`src/rtl/store_queue_if.sv`:
```
// store_queue_if: groups the store queue's pipeline, ROB, load-lookup and
// cache signals into one bundle.
//   master : the pipeline, ROB and cache side; drives the in_* signals
//   slave  : the store queue; drives the out_* signals
// clk and reset are not part of the bundle.
interface store_queue_if #(
  parameter int SQ_DEPTH  = 8,
  parameter int ROB_IDX_W = 4
);
  localparam int PTR_W = $clog2(SQ_DEPTH);

  // store allocation
  logic                 in_store_valid;
  logic [31:0]          in_addr;
  logic [31:0]          in_data;
  logic [2:0]           in_funct3;
  logic [ROB_IDX_W-1:0] in_rob_idx;
  logic                 out_stall;
  // load forwarding lookup
  logic                 in_load_valid;
  logic [31:0]          in_load_addr;
  logic [2:0]           in_load_funct3;
  logic                 out_fwd_hit;
  logic [31:0]          out_fwd_data;
  logic                 out_load_stall;
  // commit / flush
  logic                 in_commit_valid;
  logic [ROB_IDX_W-1:0] in_commit_rob_idx;
  logic                 in_flush;
  // cache drain
  logic                 out_cache_req;
  logic [31:0]          out_cache_addr;
  logic [31:0]          out_cache_data;
  logic [2:0]           out_cache_funct3;
  logic                 in_cache_ready;
  // status
  logic [PTR_W:0]       out_count;
  logic                 out_empty;

  modport master (
    output in_store_valid, in_addr, in_data, in_funct3, in_rob_idx,
    output in_load_valid, in_load_addr, in_load_funct3,
    output in_commit_valid, in_commit_rob_idx, in_flush, in_cache_ready,
    input  out_stall, out_fwd_hit, out_fwd_data, out_load_stall,
    input  out_cache_req, out_cache_addr, out_cache_data, out_cache_funct3,
    input  out_count, out_empty
  );

  modport slave (
    input  in_store_valid, in_addr, in_data, in_funct3, in_rob_idx,
    input  in_load_valid, in_load_addr, in_load_funct3,
    input  in_commit_valid, in_commit_rob_idx, in_flush, in_cache_ready,
    output out_stall, out_fwd_hit, out_fwd_data, out_load_stall,
    output out_cache_req, out_cache_addr, out_cache_data, out_cache_funct3,
    output out_count, out_empty
  );
endinterface

```
`src/rtl/store_queue.sv`:
```
// store_queue: in-order circular store queue between the memory stage and
// the data cache.
// - Stores are allocated at the tail and tagged with their ROB index.
// - The ROB commits stores. Committed stores drain from the head to the
//   cache over a ready/valid handshake.
// - Loads get combinational store-to-load forwarding from the youngest
//   overlapping store.
// - A flush drops every uncommitted entry.
// Ports:
//   clk   : clock; all state updates on the rising edge
//   reset : asynchronous, active-high
//   sq    : store_queue_if.slave; the allocate, load, commit/flush,
//           cache and status signals
module store_queue #(
  parameter int SQ_DEPTH  = 8,
  parameter int ROB_IDX_W = 4
) (
  input  logic           clk,
  input  logic           reset,
  store_queue_if.slave   sq
);
  localparam int PTR_W = $clog2(SQ_DEPTH);

  logic [31:0]          r_addr      [SQ_DEPTH];
  logic [31:0]          r_data      [SQ_DEPTH];
  logic [2:0]           r_funct3    [SQ_DEPTH];
  logic [ROB_IDX_W-1:0] r_rob       [SQ_DEPTH];
  logic [SQ_DEPTH-1:0]  r_valid;
  logic [SQ_DEPTH-1:0]  r_committed;
  logic [PTR_W-1:0]     r_head;
  logic [PTR_W-1:0]     r_tail;
  logic [PTR_W:0]       r_count;

  logic                 w_full;
  logic                 w_alloc;
  logic                 w_req;
  logic                 w_xfer;
  logic [SQ_DEPTH-1:0]  w_cmt_hit;
  logic [SQ_DEPTH-1:0]  w_cmt_nxt;
  logic [PTR_W:0]       w_ccnt;
  logic [PTR_W-1:0]     w_tail_nxt;
  logic [PTR_W:0]       w_count_nxt;

  logic [3:0]           w_lmask;
  logic [3:0]           w_smask;
  logic [PTR_W-1:0]     w_scan;
  logic [PTR_W-1:0]     w_sel;
  logic                 w_found;
  logic                 w_cover;
  logic [31:0]          w_sword;
  logic [31:0]          w_lword;
  logic [31:0]          w_ext;

  // Byte lanes touched by an access; sub-word accesses are aligned down.
  function automatic logic [3:0] f_mask(input logic [1:0] lo, input logic [2:0] f3);
    case (f3)
      3'b000, 3'b100: f_mask = 4'b0001 << lo;
      3'b001, 3'b101: f_mask = lo[1] ? 4'b1100 : 4'b0011;
      default:        f_mask = 4'b1111;
    endcase
  endfunction

  // Byte offset of the lowest lane of an access.
  function automatic logic [1:0] f_off(input logic [1:0] lo, input logic [2:0] f3);
    case (f3)
      3'b000, 3'b100: f_off = lo;
      3'b001, 3'b101: f_off = {lo[1], 1'b0};
      default:        f_off = 2'b00;
    endcase
  endfunction

  // A full queue drops the store even if the head drains this cycle, and
  // a flush drops any store offered in the same cycle.
  assign w_full  = (r_count == (PTR_W+1)'(SQ_DEPTH));
  assign w_alloc = sq.in_store_valid && !w_full && !sq.in_flush;
  assign w_req   = r_valid[r_head] && r_committed[r_head];
  assign w_xfer  = w_req && sq.in_cache_ready;

  // Commit is resolved before flush, so a store committed in the flush
  // cycle survives. Committed entries are contiguous from the head, so
  // their count gives the new tail position after a flush.
  always_comb begin
    w_cmt_hit = '0;
    w_cmt_nxt = '0;
    w_ccnt    = '0;
    for (int i = 0; i < SQ_DEPTH; i++) begin
      w_cmt_hit[i] = sq.in_commit_valid && r_valid[i] && !r_committed[i] &&
                     (r_rob[i] == sq.in_commit_rob_idx);
      w_cmt_nxt[i] = r_committed[i] | w_cmt_hit[i];
      if (r_valid[i] && w_cmt_nxt[i]) w_ccnt = w_ccnt + 1'b1;
    end
  end

  always_comb begin
    w_tail_nxt  = r_tail + PTR_W'(w_alloc);
    w_count_nxt = r_count + (PTR_W+1)'(w_alloc) - (PTR_W+1)'(w_xfer);
    if (sq.in_flush) begin
      w_tail_nxt  = r_head + w_ccnt[PTR_W-1:0];
      w_count_nxt = w_ccnt - (PTR_W+1)'(w_xfer);
    end
  end

  always_ff @(posedge clk or posedge reset) begin
    if (reset) begin
      r_head      <= '0;
      r_tail      <= '0;
      r_count     <= '0;
      r_valid     <= '0;
      r_committed <= '0;
      for (int i = 0; i < SQ_DEPTH; i++) begin
        r_addr[i]   <= '0;
        r_data[i]   <= '0;
        r_funct3[i] <= '0;
        r_rob[i]    <= '0;
      end
    end else begin
      r_head  <= r_head + PTR_W'(w_xfer);
      r_tail  <= w_tail_nxt;
      r_count <= w_count_nxt;
      for (int i = 0; i < SQ_DEPTH; i++) begin
        if (w_alloc && (r_tail == PTR_W'(i))) begin
          r_addr[i]      <= sq.in_addr;
          r_data[i]      <= sq.in_data;
          r_funct3[i]    <= sq.in_funct3;
          r_rob[i]       <= sq.in_rob_idx;
          r_valid[i]     <= 1'b1;
          r_committed[i] <= 1'b0;
        end else begin
          if (w_cmt_hit[i]) r_committed[i] <= 1'b1;
          if (w_xfer && (r_head == PTR_W'(i))) begin
            r_valid[i]     <= 1'b0;
            r_committed[i] <= 1'b0;
          end else if (sq.in_flush && !w_cmt_nxt[i]) begin
            r_valid[i] <= 1'b0;
          end
        end
      end
    end
  end

  // Forwarding scan: walk oldest to youngest so the last match wins, which
  // makes the youngest overlapping entry the selected one.
  always_comb begin
    w_lmask = f_mask(sq.in_load_addr[1:0], sq.in_load_funct3);
    w_found = 1'b0;
    w_sel   = r_head;
    w_scan  = r_head;
    for (int k = 0; k < SQ_DEPTH; k++) begin
      w_scan = r_head + PTR_W'(k);
      if ((k < int'(r_count)) && r_valid[w_scan] &&
          (r_addr[w_scan][31:2] == sq.in_load_addr[31:2]) &&
          (|(f_mask(r_addr[w_scan][1:0], r_funct3[w_scan]) & w_lmask))) begin
        w_found = 1'b1;
        w_sel   = w_scan;
      end
    end
  end

  always_comb begin
    w_smask = f_mask(r_addr[w_sel][1:0], r_funct3[w_sel]);
    w_cover = ((w_lmask & ~w_smask) == 4'b0000);
    // place store data in its memory lanes, then bring the load's lanes down
    w_sword = r_data[w_sel] << {f_off(r_addr[w_sel][1:0], r_funct3[w_sel]), 3'b000};
    w_lword = w_sword >> {f_off(sq.in_load_addr[1:0], sq.in_load_funct3), 3'b000};
    case (sq.in_load_funct3)
      3'b000:  w_ext = {{24{w_lword[7]}}, w_lword[7:0]};
      3'b001:  w_ext = {{16{w_lword[15]}}, w_lword[15:0]};
      3'b100:  w_ext = {24'h000000, w_lword[7:0]};
      3'b101:  w_ext = {16'h0000, w_lword[15:0]};
      default: w_ext = w_lword;
    endcase
  end

  assign sq.out_fwd_hit      = sq.in_load_valid && w_found && w_cover;
  assign sq.out_load_stall   = sq.in_load_valid && w_found && !w_cover;
  assign sq.out_fwd_data     = sq.out_fwd_hit ? w_ext : 32'h0;

  assign sq.out_stall        = sq.in_store_valid && w_full;
  assign sq.out_cache_req    = w_req;
  assign sq.out_cache_addr   = r_addr[r_head];
  assign sq.out_cache_data   = r_data[r_head];
  assign sq.out_cache_funct3 = r_funct3[r_head];
  assign sq.out_count        = r_count;
  assign sq.out_empty        = (r_count == '0);
endmodule

```
`src/flat_wrapper.sv`:
```
// flat-port wrapper written by rule: the top's interface ports become plain ports
module store_queue_flat 
#(
  parameter int SQ_DEPTH  = 8,
  parameter int ROB_IDX_W = 4
)
  (clk, reset, sq_in_store_valid, sq_in_addr, sq_in_data, sq_in_funct3, sq_in_rob_idx, sq_in_load_valid, sq_in_load_addr, sq_in_load_funct3, sq_in_commit_valid, sq_in_commit_rob_idx, sq_in_flush, sq_in_cache_ready, sq_out_stall, sq_out_fwd_hit, sq_out_fwd_data, sq_out_load_stall, sq_out_cache_req, sq_out_cache_addr, sq_out_cache_data, sq_out_cache_funct3, sq_out_count, sq_out_empty);
  store_queue_if #(.SQ_DEPTH(SQ_DEPTH), .ROB_IDX_W(ROB_IDX_W)) sq_i ();
  input  logic clk;
  input  logic reset;
  input wire logic [$bits(sq_i.in_store_valid)-1:0] sq_in_store_valid;
  input wire logic [$bits(sq_i.in_addr)-1:0] sq_in_addr;
  input wire logic [$bits(sq_i.in_data)-1:0] sq_in_data;
  input wire logic [$bits(sq_i.in_funct3)-1:0] sq_in_funct3;
  input wire logic [$bits(sq_i.in_rob_idx)-1:0] sq_in_rob_idx;
  input wire logic [$bits(sq_i.in_load_valid)-1:0] sq_in_load_valid;
  input wire logic [$bits(sq_i.in_load_addr)-1:0] sq_in_load_addr;
  input wire logic [$bits(sq_i.in_load_funct3)-1:0] sq_in_load_funct3;
  input wire logic [$bits(sq_i.in_commit_valid)-1:0] sq_in_commit_valid;
  input wire logic [$bits(sq_i.in_commit_rob_idx)-1:0] sq_in_commit_rob_idx;
  input wire logic [$bits(sq_i.in_flush)-1:0] sq_in_flush;
  input wire logic [$bits(sq_i.in_cache_ready)-1:0] sq_in_cache_ready;
  output wire logic [$bits(sq_i.out_stall)-1:0] sq_out_stall;
  output wire logic [$bits(sq_i.out_fwd_hit)-1:0] sq_out_fwd_hit;
  output wire logic [$bits(sq_i.out_fwd_data)-1:0] sq_out_fwd_data;
  output wire logic [$bits(sq_i.out_load_stall)-1:0] sq_out_load_stall;
  output wire logic [$bits(sq_i.out_cache_req)-1:0] sq_out_cache_req;
  output wire logic [$bits(sq_i.out_cache_addr)-1:0] sq_out_cache_addr;
  output wire logic [$bits(sq_i.out_cache_data)-1:0] sq_out_cache_data;
  output wire logic [$bits(sq_i.out_cache_funct3)-1:0] sq_out_cache_funct3;
  output wire logic [$bits(sq_i.out_count)-1:0] sq_out_count;
  output wire logic [$bits(sq_i.out_empty)-1:0] sq_out_empty;
  assign sq_i.in_store_valid = sq_in_store_valid;
  assign sq_i.in_addr = sq_in_addr;
  assign sq_i.in_data = sq_in_data;
  assign sq_i.in_funct3 = sq_in_funct3;
  assign sq_i.in_rob_idx = sq_in_rob_idx;
  assign sq_i.in_load_valid = sq_in_load_valid;
  assign sq_i.in_load_addr = sq_in_load_addr;
  assign sq_i.in_load_funct3 = sq_in_load_funct3;
  assign sq_i.in_commit_valid = sq_in_commit_valid;
  assign sq_i.in_commit_rob_idx = sq_in_commit_rob_idx;
  assign sq_i.in_flush = sq_in_flush;
  assign sq_i.in_cache_ready = sq_in_cache_ready;
  assign sq_out_stall = sq_i.out_stall;
  assign sq_out_fwd_hit = sq_i.out_fwd_hit;
  assign sq_out_fwd_data = sq_i.out_fwd_data;
  assign sq_out_load_stall = sq_i.out_load_stall;
  assign sq_out_cache_req = sq_i.out_cache_req;
  assign sq_out_cache_addr = sq_i.out_cache_addr;
  assign sq_out_cache_data = sq_i.out_cache_data;
  assign sq_out_cache_funct3 = sq_i.out_cache_funct3;
  assign sq_out_count = sq_i.out_count;
  assign sq_out_empty = sq_i.out_empty;
  store_queue #(.SQ_DEPTH(SQ_DEPTH), .ROB_IDX_W(ROB_IDX_W)) u_core (.clk(clk), .reset(reset), .sq(sq_i));
endmodule
```
`config.mk`:
```
export PLATFORM = sky130hd
export DESIGN_NAME = store_queue_flat
export DESIGN_NICKNAME = d
export VERILOG_FILES = /design/src/rtl/store_queue_if.sv /design/src/rtl/store_queue.sv /design/src/flat_wrapper.sv
export SDC_FILE = /design/constraint.sdc
export NUM_CORES = 2
export LEC_CHECK = 0
export ABC_AREA = 1
export CORE_MARGIN = 2
export CORE_UTILIZATION = 47
export DETAILED_ROUTE_END_ITERATION = 10
export PLACE_DENSITY = 0.7
export SKIP_CTS_REPAIR_TIMING = 1
export SYNTH_ARGS = -nofsm -noshare
export SYNTH_HDL_FRONTEND = slang
export SYNTH_SLANG_ARGS = --single-unit
export TNS_END_PERCENT = 50
```
`constraint.sdc`:
```
create_clock -name clk -period 28 [get_ports clk]
set_input_delay 5.6 -clock clk [delete_from_list [all_inputs] [get_ports clk]]
set_output_delay 5.6 -clock clk [all_outputs]
set_load 0.005 [all_outputs]
```
; ---- Word level (Yosys, flattened, before mapping)
; Index checks and enable logic that the tools add are counted.
[word_totals]
ff_bits = 594
input_bits = 117
out_inout_bits = 108
word_cells = 536
[classes]
n_addsub = 20
n_lt_le_gt_ge = 25
n_eq_ne = 61
shift = 12
muxes = 175
bitwise_logic = 27
reduce_logical = 165
[ops]
columns = operator, count
row1 = $bmux W32 S3, 11
row2 = $mux W32, 21
row3 = $eq A30 B30 Y1, 8
row4 = $pmux W32 S4, 1
row5 = $logic_and A1 B1 Y1, 88
row6 = $eq A3 B3 Y1 const B, 28
row7 = $bmux W3 S3, 9
row8 = $pmux W4 S2, 10
row9 = $mux W3, 26
row10 = $mux W4, 18
row11 = $mux W1, 66
row12 = $reduce_bool A3 Y1, 16
row13 = $reduce_or A2 Y1, 20
row14 = $shl A1 B2 Y4 const A, 10
row15 = $and A4 B4 Y4, 9
row16 = $eq A3 B1 Y1 const B, 12
row17 = $ge A4 B4 Y1 const B, 9
row18 = $logic_not A3 Y1, 12
row19 = $not A3 Y4, 9
row20 = $eq A4 B4 Y1, 8
row21 = $lt A3 B4 Y1 const B, 8
row22 = $reduce_or A4 Y1, 8
row23 = $shl A32 B5 Y32, 1
row24 = $shr A32 B5 Y32, 1
row25 = other kinds (21), 76

; ---- Depth between registers and ports, before layout
[depth]
word_depth = 30
depth_mapped = 47
ltp_nobuf = 39

; ---- Worst setup path before layout
; No wires, ideal clock.
[synth_timing]
kind = input to output
startpoint = input port sq_in_load_funct3[1]
endpoint = output port sq_out_fwd_data[21]
arrival_ns = 8.854
slack_ns = 13.546
stages = 35
cell_sequence = nor2_1 inv_2 nor2_1 inv_2 o21ai_0 inv_2 nand2_1 nand2_1 nor2_1 nor2_2 nand2_1 nand2_1 nand3_1 nand2_1 nand2_1 nand2_1 nand2_2 nand2_4 buf_6 nand2_1 nand3_1 nand2_1 nand2_1 nand2_1 nand3_4 buf_6 nand3_2 nand3_1 nand3_2 nand2_2 nand2_4 nand3_2 nand2_4 buf_12 nor2_4
[synth_between]
elab_chain_len = 25
elab_cells_between_ends = 76
[synth_lines]
columns = element, line
row1 = "start, declared", flat_wrapper.sv:18  ; input wire logic [$bits(sq_i.in_load_funct3)-1:0] sq_in_load_funct3;
row2 = "parallel branches: the longest is 24 deep, another holds $pmux W4 S2", n/a
row3 = $mux W32 (*), store_queue.sv:176  ; assign sq.out_fwd_data = sq.out_fwd_hit ? w_ext : 32'h0;
row4 = "end, declared", flat_wrapper.sv:25  ; output wire logic [$bits(sq_i.out_fwd_data)-1:0] sq_out_fwd_data;
; Mark *: on every way between the ends. The select of a mux whose other input is x is not followed.

; ---- Final worst setup path
[layout_timing]
startpoint = input port sq_in_load_funct3[1]
endpoint = output port sq_out_fwd_data[18]
; The elaborated chain is that of the path after synthesis.

==> flow_metrics.py <==
metrics = {
    "sta": {
        "max_clock_freq_mhz": 52.2,
        "hold_violations": 0,
        "period_share_pct": 68.4,
        "layout_min_cycle_time_ns": 19.16,
        "timing_worst_slew_pin_value_ns": 1.23,
        "finalSetupViolations": 0,
        "hold_slack_final_ns": 0.483,
        "grt_setup_unrepaired": "no",
        "clock-skew-final_ns": 0.0228,
        "maxSlewHeadroom_pct": 16.9,
        "totalNegativeSetupSlack_ns": 0,
        "postLayoutSetupSlackWorst_ns": 8.84,
        "final_max_slew_viol_count": 0,
    },
    "global_routing": {
        "grt_pass1_wl_um": 310000,
        "first_global_vias": 45942,
        "grt_start_max_net_pins": 174,
        "grt_antenna_before_repair": 8,
        "globalRouteOverflowTotal": 0,
        "gr-usage-all-layers_pct": 42.8,
    },
    "drt": {
        "detail_route.wirelength_um": 213000,
        "first_pass_iters": 7,
        "drc": 0,
        "vias": 50782,
        "drt-initial-drc-count": 7650,
        "avgRoutedWirePerCell_um": 26.1,
        "final_antenna_net_count": 0,
        "avgViaCountPerCell": 6.22,
    },
    "logic_synthesis": {
        "synth.distinct_cells": 67,
        "synth.cell_area_um2": 44400,
        "synthFlopType": "dfrtp_1",
        "most_frequently_used_cell_type_in_the_post_synthesis_netlist": "nand2_1",
        "area_contributors_post_synth": "dfrtp_1, nand2_1, nand3_1, o21ai_0, inv_1",
        "top_post_synthesis_cells_by_count": "nand2_1, nand3_1, o21ai_0",
        "mappedNetlistNets": 7094,
        "yosysWarningCount": 0,
        "yosys.area.top_type_share_pct": 33.5,
        "ys_ff_latch": 594,
        "syn-mean-instance-area_um2": 6.40,
        "edff_count_synth": 0,
        "proportion_of_register_bits_with_asynchronous_set_or_reset_after_synthesis_pct": 100,
        "cells_after_synthesis": 6946,
        "yosysTopAreaCell": "dfrtp_1",
        "synth_seq_area_share_pct": 33.5,
    },
    "clocking": {
        "max-clock-path-buffers": 3,
        "clk_pin_slew_worst_paths_ns": 0.06,
        "clock_insertion_delay_worst_skew_ns": 0.67,
        "clock_tree.htree_level_count": 3,
        "cts_tree": "built",
        "numClockSinks": 594,
        "cts_made_buffers": 71,
        "ctsRootBufferMaster": "clkbuf_16",
    },
    "placed_design": {
        "numPortBuffers": 224,
        "gp_routability_congestion": 1.15,
        "hpwlAfterDp_um": 157000,
        "dp_slack_ns": 9.04,
    },
    "layout": {
        "num-nets-final": 7003,
        "nFillCells": 9458,
        "multi_input_area_um2": 25900,
        "area_growth_syn_to_layout_pct": 10.3,
        "post_route_cells_drive_above_1_share_pct": 3.63,
        "sequential_cell_area_um2": 14900,
    },
    "setup_path": {
        "classification_of_the_worst_setup_path": "in -> out",
        "timing.critical_path.to_type": "output port",
        "worst-path-max-fanout": 94,
        "cp_slowest_cell": "inv_2",
        "critPathArrivalTime_ns": 13.56,
        "worst_ep_required_time_ns": 22.40,
        "crit_path_start_kind": "primary input",
        "r2r.worst_path.cells": 29,
        "critical-path-top-cell-by-count": "nand2_1",
        "critical-path-max-stage-delay_ns": 0.82,
    },
    "floorplan": {
        "boundaryPins": 225,
        "dieArea_um2": 97000,
        "core_region_area_um2": 93500,
        "initial_core_util_pct": 47.5,
        "placementRows": 112,
        "die-width_um": 311,
        "die_height_um": 311,
    },
    "run_status": {
        "outcome": "finished clean",
    },
    "min_path": {
        "min_path_cells": 2,
        "worstHoldPathType": "reg -> reg",
    },
    "flow_run": {
        "timing.max_cap.violations": 0,
    },
}
## critical path, delay by kind of cell
family	cells	cell delay [ns]
buf+inv	7	3.15
simple gates	27	4.75
## cell type report
cell class	instances	area share (%)
inverter	369	2.89
clock inverter	22	0.753
antenna	3	0.0153
timing repair buffer	295	5.71
tap	1254	3.20
clock buffer	105	4.17
multi-input combinational	5524	52.9
sequential	594	30.4
## routing by layer
layer  vias up  routed length [um]  GRT usage (%)
li1      23166                   -              -
met1     23978               86500           57.9
met2      3052               90700           64.2
met3       574               21600           8.04
met4        12               14000           23.9
met5         -                  66              0
## metrics by stage
| stage | instance area, um^2 | std cells | utilization (%) |
|---|---|---|---|
| 6_report | 49000 | 8166 | 52.4 |
| 3_3_place_gp | 46600 | 8036 | 49.8 |
| 3_5_place_dp | 46600 | 8036 | 49.8 |
| 5_1_grt | 49000 | 8164 | 52.4 |
| 4_1_cts | 49000 | 8163 | 52.4 |
| 2_1_floorplan | 44400 | 6946 | - |
## placed cells by master (no fill, tap or decap), types with 7 or more instances in the layout
master           instances
nand2_1               2344
nand3_1               1371
o21ai_0                815
dfrtp_1                591
inv_1                  331
nor2_1                 282
clkdlybuf4s50_1        224
a21oi_1                158
o211ai_1               102
nand4_1                 90
clkbuf_16               72
buf_4                   69
xor2_1                  62
o21ai_1                 41
o2111ai_1               31
ha_1                    28
clkbuf_1                21
nor4_1                  18
nor3_1                  17
clkinv_1                16
inv_2                   16
a31oi_1                 12
clkbuf_8                12
xnor2_1                 11
o22ai_1                 10
o221ai_1                10
nor2_4                  10
nand2_2                  9
a211oi_1                 8
a221oi_1                 7
nor3b_1                  7
## path summary, 6_finish.rpt
| kind | to | slack (ns) | from |
|---|---|---|---|
| worst max-delay path | sq_out_fwd_data[18] | 8.84 | sq_in_load_funct3[1] |
| worst min-delay path | u_core.r_data[255]$_DFFE_PP0P_ | 0.48 | u_core.r_data[255]$_DFFE_PP0P_ |
| worst max register to register | u_core.r_tail[2]$_DFF_PP0_ | 22.28 | u_core.r_valid[0]$_DFFE_PP0P_ |
| worst min register to register | u_core.r_data[255]$_DFFE_PP0P_ | 0.48 | u_core.r_data[255]$_DFFE_PP0P_ |
| max in group asynchronous | u_core.r_head[0]$_DFF_PP0_ | 18.32 | reset |
| min in group asynchronous | u_core.r_data[197]$_DFFE_PP0P_ | 5.50 | reset |
## flip-flops by register name, indices dropped and copies added (netlist names)
name	count
u_core.r_addr	256
u_core.r_data	256
u_core.r_rob	32
u_core.r_funct3	24
u_core.r_committed	8
u_core.r_valid	8
u_core.sq.out_count	4
u_core.r_head	3
u_core.r_tail	3
## cells by family after synthesis
group,Yosys count,synth area share [%]
and+or+nand+nor,4192,40.6
AOI/OAI and AO/OA,1225,15.2
buffers and inverters,828,8.34
DFF,594,33.5
xor gates and xnor gates,75,1.51
adders and majority gates,31,0.907
muxes,1,0.0225
Power is not shown: default switching activity piles up to over one toggle a cycle in this logic, so the estimate is an artifact.
